**src/rtl/pulse_capture_if.sv**
```systemverilog
// Result channel of pulse_capture: measured width plus qualifiers over valid/ready.
interface pulse_capture_if #(
    parameter int unsigned WIDTH_BITS = 16
) ();
    logic [WIDTH_BITS-1:0] width_data;
    logic                  width_sat;
    logic                  width_overrun;
    logic                  width_valid;
    logic                  width_ready;

    modport master (
        output width_data,
        output width_sat,
        output width_overrun,
        output width_valid,
        input  width_ready
    );

    modport slave (
        input  width_data,
        input  width_sat,
        input  width_overrun,
        input  width_valid,
        output width_ready
    );
endinterface

```
**src/rtl/pulse_capture.sv**
```systemverilog
// Synchronises an async pulse, rejects glitches, strobes and measures qualified pulses.
// Define PULSE_CAPTURE_MAXHOLD_EN to add the max_width tracker (max_clear / max_width ports).
module pulse_capture #(
    parameter int unsigned MIN_WIDTH  = 3,
    parameter int unsigned WIDTH_BITS = 16
) (
    input  logic                  clk,
    input  logic                  nReset,
    input  logic                  in_pulse,
    output logic                  out_strobe,
    output logic [7:0]            glitch_count,
`ifdef PULSE_CAPTURE_MAXHOLD_EN
    input  logic                  max_clear,
    output logic [WIDTH_BITS-1:0] max_width,
`endif
    pulse_capture_if.master       res
);
    localparam int unsigned       CNT_W   = WIDTH_BITS + 1;
    localparam logic [CNT_W-1:0]  MIN_CNT = CNT_W'(MIN_WIDTH);

    typedef enum logic [1:0] {IDLE, QUALIFY, HIGH} state_e;

    state_e                state_q, state_d;
    logic                  sync1_q, sync1_d;
    logic                  sync2_q, sync2_d;
    logic [1:0]            fill_q, fill_d;
    logic                  armed_q, armed_d;
    logic [WIDTH_BITS-1:0] cnt_q, cnt_d;
    logic                  sat_q, sat_d;
    logic [1:0]            stb_pipe_q, stb_pipe_d;
    logic                  out_strobe_q, out_strobe_d;
    logic [7:0]            glitch_q, glitch_d;
    logic                  pend_vld_q, pend_vld_d;
    logic [WIDTH_BITS-1:0] pend_data_q, pend_data_d;
    logic                  pend_sat_q, pend_sat_d;
    logic [WIDTH_BITS-1:0] res_data_q, res_data_d;
    logic                  res_sat_q, res_sat_d;
    logic                  res_ovr_q, res_ovr_d;
    logic                  res_vld_q, res_vld_d;
    logic                  in_s;
    logic                  xfer;
    logic [CNT_W-1:0]      cnt_inc;

    assign in_s = sync2_q;

    // Synchroniser, arming and pulse FSM
    always_comb begin
        sync1_d      = in_pulse;
        sync2_d      = sync1_q;
        fill_d       = {fill_q[0], 1'b1};
        // in_s is only trusted once both synchroniser flops hold real samples
        armed_d      = armed_q | (fill_q[1] & ~in_s);
        state_d      = state_q;
        cnt_d        = cnt_q;
        sat_d        = sat_q;
        glitch_d     = glitch_q;
        // strobe is delayed so it lands MIN_WIDTH+3 edges after the pin is first sampled high
        stb_pipe_d   = {stb_pipe_q[0], 1'b0};
        out_strobe_d = stb_pipe_q[1];
        pend_vld_d   = 1'b0;
        pend_data_d  = pend_data_q;
        pend_sat_d   = pend_sat_q;
        cnt_inc      = {1'b0, cnt_q} + CNT_W'(1);

        case (state_q)
            IDLE: begin
                if (armed_q && in_s) begin
                    state_d = QUALIFY;
                    cnt_d   = WIDTH_BITS'(1);
                end
            end
            QUALIFY: begin
                if (in_s) begin
                    cnt_d = cnt_inc[WIDTH_BITS-1:0];
                    if (cnt_inc == MIN_CNT) begin
                        state_d       = HIGH;
                        stb_pipe_d[0] = 1'b1;
                    end
                end else begin
                    state_d = IDLE;
                    cnt_d   = '0;
                    if (glitch_q != 8'hFF) begin
                        glitch_d = glitch_q + 8'd1;
                    end
                end
            end
            HIGH: begin
                if (in_s) begin
                    if (&cnt_q) begin
                        sat_d = 1'b1;
                    end else begin
                        cnt_d = cnt_inc[WIDTH_BITS-1:0];
                    end
                end else begin
                    state_d     = IDLE;
                    pend_vld_d  = 1'b1;
                    pend_data_d = cnt_q;
                    pend_sat_d  = sat_q;
                    cnt_d       = '0;
                    sat_d       = 1'b0;
                end
            end
            default: state_d = IDLE;
        endcase
    end

    // Result register and valid/ready handshake
    always_comb begin
        xfer       = res_vld_q & res.width_ready;
        res_data_d = res_data_q;
        res_sat_d  = res_sat_q;
        res_ovr_d  = res_ovr_q;
        res_vld_d  = res_vld_q;
        if (pend_vld_q) begin
            res_data_d = pend_data_q;
            res_sat_d  = pend_sat_q;
            res_vld_d  = 1'b1;
            res_ovr_d  = res_vld_q & ~xfer;
        end else if (xfer) begin
            res_vld_d  = 1'b0;
            res_ovr_d  = 1'b0;
        end
    end

    always_ff @(posedge clk or negedge nReset) begin
        if (!nReset) begin
            state_q      <= IDLE;
            sync1_q      <= 1'b0;
            sync2_q      <= 1'b0;
            fill_q       <= 2'b00;
            armed_q      <= 1'b0;
            cnt_q        <= '0;
            sat_q        <= 1'b0;
            stb_pipe_q   <= 2'b00;
            out_strobe_q <= 1'b0;
            glitch_q     <= 8'd0;
            pend_vld_q   <= 1'b0;
            pend_data_q  <= '0;
            pend_sat_q   <= 1'b0;
            res_data_q   <= '0;
            res_sat_q    <= 1'b0;
            res_ovr_q    <= 1'b0;
            res_vld_q    <= 1'b0;
        end else begin
            state_q      <= state_d;
            sync1_q      <= sync1_d;
            sync2_q      <= sync2_d;
            fill_q       <= fill_d;
            armed_q      <= armed_d;
            cnt_q        <= cnt_d;
            sat_q        <= sat_d;
            stb_pipe_q   <= stb_pipe_d;
            out_strobe_q <= out_strobe_d;
            glitch_q     <= glitch_d;
            pend_vld_q   <= pend_vld_d;
            pend_data_q  <= pend_data_d;
            pend_sat_q   <= pend_sat_d;
            res_data_q   <= res_data_d;
            res_sat_q    <= res_sat_d;
            res_ovr_q    <= res_ovr_d;
            res_vld_q    <= res_vld_d;
        end
    end

`ifdef PULSE_CAPTURE_MAXHOLD_EN
    logic [WIDTH_BITS-1:0] max_q, max_d;

    // Running maximum of loaded results; clear wins over a same-cycle load
    always_comb begin
        max_d = max_q;
        if (max_clear) begin
            max_d = '0;
        end else if (pend_vld_q && (pend_data_q > max_q)) begin
            max_d = pend_data_q;
        end
    end

    always_ff @(posedge clk or negedge nReset) begin
        if (!nReset) begin
            max_q <= '0;
        end else begin
            max_q <= max_d;
        end
    end

    assign max_width = max_q;
`endif

    assign out_strobe        = out_strobe_q;
    assign glitch_count      = glitch_q;
    assign res.width_data    = res_data_q;
    assign res.width_sat     = res_sat_q;
    assign res.width_overrun = res_ovr_q;
    assign res.width_valid   = res_vld_q;
endmodule

```
**src/flat_wrapper.sv**
```systemverilog
// flat-port wrapper written by rule: the top's interface ports become plain ports
module pulse_capture_flat 
#(
    parameter int unsigned MIN_WIDTH  = 3,
    parameter int unsigned WIDTH_BITS = 16
)
  (clk, nReset, in_pulse, out_strobe, glitch_count, res_width_data, res_width_sat, res_width_overrun, res_width_valid, res_width_ready);
  pulse_capture_if #(.WIDTH_BITS(WIDTH_BITS)) res_i ();
  input  logic clk;
  input  logic nReset;
  input  logic in_pulse;
  output logic out_strobe;
  output logic [7:0] glitch_count;
  output wire logic [$bits(res_i.width_data)-1:0] res_width_data;
  output wire logic [$bits(res_i.width_sat)-1:0] res_width_sat;
  output wire logic [$bits(res_i.width_overrun)-1:0] res_width_overrun;
  output wire logic [$bits(res_i.width_valid)-1:0] res_width_valid;
  input wire logic [$bits(res_i.width_ready)-1:0] res_width_ready;
  assign res_width_data = res_i.width_data;
  assign res_width_sat = res_i.width_sat;
  assign res_width_overrun = res_i.width_overrun;
  assign res_width_valid = res_i.width_valid;
  assign res_i.width_ready = res_width_ready;
  pulse_capture #(.MIN_WIDTH(MIN_WIDTH), .WIDTH_BITS(WIDTH_BITS)) u_core (.clk(clk), .nReset(nReset), .in_pulse(in_pulse), .out_strobe(out_strobe), .glitch_count(glitch_count), .res(res_i));
endmodule
```
**config.mk**
```make
export PLATFORM = sky130hd
export DESIGN_NAME = pulse_capture_flat
export DESIGN_NICKNAME = d
export VERILOG_FILES = /design/src/rtl/pulse_capture_if.sv /design/src/rtl/pulse_capture.sv /design/src/flat_wrapper.sv
export SDC_FILE = /design/constraint.sdc
export NUM_CORES = 1
export LEC_CHECK = 0
export CAP_MARGIN = 20
export CORE_ASPECT_RATIO = 2
export CORE_MARGIN = 2
export CORE_UTILIZATION = 45
export DETAILED_ROUTE_END_ITERATION = 10
export PLACE_DENSITY = 0.65
export SETUP_SLACK_MARGIN = 0.2
export SLEW_MARGIN = 15
export SYNTH_ARGS = -nofsm -noshare
export SYNTH_HDL_FRONTEND = slang
export SYNTH_SLANG_ARGS = --single-unit
```
**constraint.sdc**
```tcl
create_clock -name clk -period 2.4 [get_ports clk]
set_input_delay 0.48 -clock clk [delete_from_list [all_inputs] [get_ports clk]]
set_output_delay 0.48 -clock clk [all_outputs]
set_load 0.02 [all_outputs]
```
==> out/metrics.csv <==
stage,metric,value,unit
place,placed_area,3890,sq um
worst_setup_path,critPathLaunchType,flip-flop,
grt,antenna_found_initial,0,
route,via_per_inst,5.53,
cells_and_area,fin_util,0.606,
cells_and_area,antenna_cells,0,
grt,grt_max_degree,73,
grt,grt_remaining_overflow,0,
worst_setup_path,path_cells,buf_4 > and3_1 > buf_4 > nand4_1 > mux2_2 > o32ai_4 > a41oi_1 > a31o_1,
synthesis,ys_seq_elements,72,
cells_and_area,final_area,4410,sq um
synthesis,synth_cells,289,
sta,fmax,0.472,GHz
route,firstDrtPassIters,4,
cells_and_area,final_net_count,360,
synthesis,synth_cell_type_count,52,
grt,grt_pass1_wl,12100,um
route,routed_wl,7250,um
place,post-place-ws,0.0626,ns
floorplan,io_pins,32,
power_and_ir_drop,p_leak,2.03,nW
synthesis,avgSynthCellArea,11.6,sq um
place,io_buffers,31,
clocking,clk_path_buf_depth,2,
synthesis,ys.flop_type,dfrtp_1,
clocking,clk_pin_slew,0.06,ns
synthesis,syn_nets,300,
route,drc_errors,0,
clocking,htreeDepth,3,
worst_setup_path,cp_max_fo,5,
sta,finalWorstSetupSlack,0.281,ns
clocking,cts-root-buf,clkbuf_16,
sta,finalSetupViolCount,0,
power_and_ir_drop,power.total,3.66,mW
floorplan,core_area,7270,sq um
sta,skew,0.00652,ns
clocking,clkSinkCount,72,
place,dp.final_hpwl,5100,um
worst_setup_path,worstSetupEndpointType,flip-flop,
clocking,cts_buffers,9,
cells_and_area,finalNonFillerCells,446,
route,wire_per_inst,16.3,um
synthesis,netlist_area,3350,sq um
worst_setup_path,reg2reg_slack,0.28,ns
sta,finalCritPeriodShare,0.883,
floorplan,die_area,8200,sq um
clocking,insertion_delay,0.34,ns
sta,post-route-min-period,2.12,ns
synthesis,synth_seq_area_share,0.537,
cells_and_area,area_growth,31.3,%
status,outcome,"finished, final reports clean",
synthesis,synth_edf_count,0,
sta,rsz0062_at_grt,no,
sta,holdWs,0.159,ns
flow_run,max_cap_violations,0,
floorplan,rows,44,
place,gp_congestion,0.886,
worst_setup_path,path_class,flip-flop to flip-flop,
cells_and_area,drive_gt1_frac,0.308,
synthesis,ys_warn_count,0,
grt,grt_pass1_vias,2451,
sta,setup_tns,0,ns
floorplan,dieWidth,65.1,um
worst_setup_path,path_common_cell,buf_4,
route,vias,2468,
grt,globalRouteTotalUtil,0.196,
worst_setup_path,crit_required,2.63,ns
floorplan,die_y,126,um
sta,hold_viol_final,0,
synthesis,synth_async_sr_flop_share,1.00,
worst_setup_path,arrival,2.35,ns
worst_hold_path,hold_class,primary input to async pin,
route,drt_iter0_markers,164,
sta,slew_headroom,0.488,
clocking,hold_buffers,0,
place,dp.cells,417,
clocking,cts_tree,done,
power_and_ir_drop,peakVddDrop,0.654,mV
worst_setup_path,max_stage_delay,0.42,ns
worst_setup_path,crit_path_top_delay_cell,dfrtp_1,
power_and_ir_drop,powerDensity,830,nW/um^2
sta,finalMaxSlewViolations,0,
route,ant_nets,0,
floorplan,start_util,0.462,
sta,worst_pin_slew,0.768,ns
[kinds of logic (layout without fill, tap and decap cells)]
logic type,Yosys count,count (layout),share of synthesized area
and+or+nand+nor,80,81,0.130
DFF,72,72,0.537
AOI/OAI and AO/OA,60,60,0.130
muxes,36,36,0.120
buffers and inverters,24,88,0.0321
xor gates and xnor gates,9,9,0.0235
adders and majority gates,7,7,0.0261
other,1,1,0.00112
[cell type report]
class	instances	area [sq um]
clock buffers	11	243
clock inverters	5	56.3
fillers	609	2860
inverters	9	33.8
multi-input cells	194	1560
flip-flops and latches	72	1810
well taps	92	115
repair buffers	63	593
[critical path: cells and delay by family, from the launching register on]
kind / cells / cell delay (ns)
AOI/OAI and AO/OA: 3 / 0.53
DFF: 1 / 0.42
muxes: 1 / 0.39
and+or+nand+nor: 2 / 0.34
buffers and inverters: 2 / 0.33
[synthesized netlist by cell type, types with 2 or more instances]
| cell type | n | area, sq um |
|---|---|---|
| nor2b_1 | 4 | 25.0 |
| and3_1 | 5 | 31.3 |
| o31ai_1 | 6 | 45.0 |
| clkbuf_1 | 4 | 15.0 |
| inv_1 | 9 | 33.8 |
| nor3_1 | 3 | 15.0 |
| xor2_1 | 2 | 17.5 |
| nand2b_1 | 3 | 18.8 |
| o41ai_1 | 2 | 17.5 |
| xnor2_1 | 7 | 61.3 |
| ha_1 | 7 | 87.6 |
| a31o_1 | 2 | 17.5 |
| nand2_1 | 21 | 78.8 |
| a21oi_1 | 11 | 55.1 |
| mux2_2 | 34 | 383 |
| nand4_1 | 6 | 37.5 |
| a21o_1 | 2 | 15.0 |
| nor4_1 | 2 | 12.5 |
| nor2_1 | 18 | 67.6 |
| a31oi_1 | 3 | 18.8 |
| a41oi_1 | 2 | 17.5 |
| o21ai_0 | 18 | 90.1 |
| nand3_1 | 9 | 45.0 |
| mux2i_1 | 2 | 20.0 |
| buf_2 | 8 | 40.0 |
| dfrtp_1 | 72 | 1800 |
| buf_4 | 2 | 15.0 |
[path summary, 6_finish.rpt]
path | endpoint | startpoint | cells past startpoint
hold / removal | u_core.res.width_overrun | nReset | 2
setup / recovery | u_core.state_q[0] | u_core.cnt_q[0] | 8
min in group clk | u_core.out_strobe | u_core.stb_pipe_q[1] | 0
hold reg to reg | u_core.out_strobe | u_core.stb_pipe_q[1] | 0
max in group asynchronous | u_core.cnt_q[9] | nReset | 2
setup reg to reg | u_core.state_q[0] | u_core.cnt_q[0] | 8
[layout by cell type, fill, tap and decap left out, types with 3 or more instances in the layout]
cell type | Yosys | routed
o21ai_0 | 18 | 18
buf_4 | 2 | 27
a31oi_1 | 3 | 3
dfrtp_2 | 0 | 6
nand4_1 | 6 | 6
and3_1 | 5 | 5
xnor2_1 | 7 | 7
clkdlybuf4s50_1 | 0 | 30
nand2_1 | 21 | 20
dfrtp_1 | 72 | 66
clkbuf_16 | 0 | 9
inv_1 | 9 | 9
a21oi_1 | 11 | 11
nand3_1 | 9 | 8
mux2_2 | 34 | 34
nand2b_1 | 3 | 3
ha_1 | 7 | 6
buf_12 | 0 | 4
nor2_1 | 18 | 18
o31ai_1 | 6 | 6
nor2b_1 | 4 | 4
[state kept, by name, indices dropped and copies added (netlist names)]
name	flops
u_core.stb_pipe_q	2
u_core.cnt_q	16
u_core.res.width_data	16
u_core.state_q	2
u_core.pend_data_q	16
u_core.pend_vld_q	1
u_core.res.width_sat	1
u_core.sync1_q	1
u_core.sat_q	1
u_core.pend_sat_q	1
u_core.res.width_overrun	1
u_core.fill_q	2
u_core.in_s	1
u_core.out_strobe	1
u_core.armed_q	1
u_core.res.width_valid	1
u_core.glitch_count	8
[timing repair]
action                                  CTS  global route
endpoints found under the setup margin    2            12
endpoints found under the hold margin     0             0
buffers inserted                          1            11
gates resized for setup                   5            16
pin swaps                                 1             7
cloned                                    0             1
[per-layer routing]
metal | global-route usage | vias up | part of all wire | wire length (um)
met4 | 0.113 | 0 | 0.041 | 299
met2 | 0.332 | 78 | 0.54 | 3950
li1 | - | 1161 | - | -
met1 | 0.219 | 1207 | 0.37 | 2700
met5 | 0 | - | 0 | 0
met3 | 0.0473 | 22 | 0.042 | 302
[power by group]
| part | switching [mW] | internal, mW |
|---|---|---|
| Clock | 0.492 | 0.830 |
| Sequential | 0.115 | 1.33 |
| Combinational | 0.463 | 0.423 |
No activity file was read; power rests on OpenSTA's default activity.
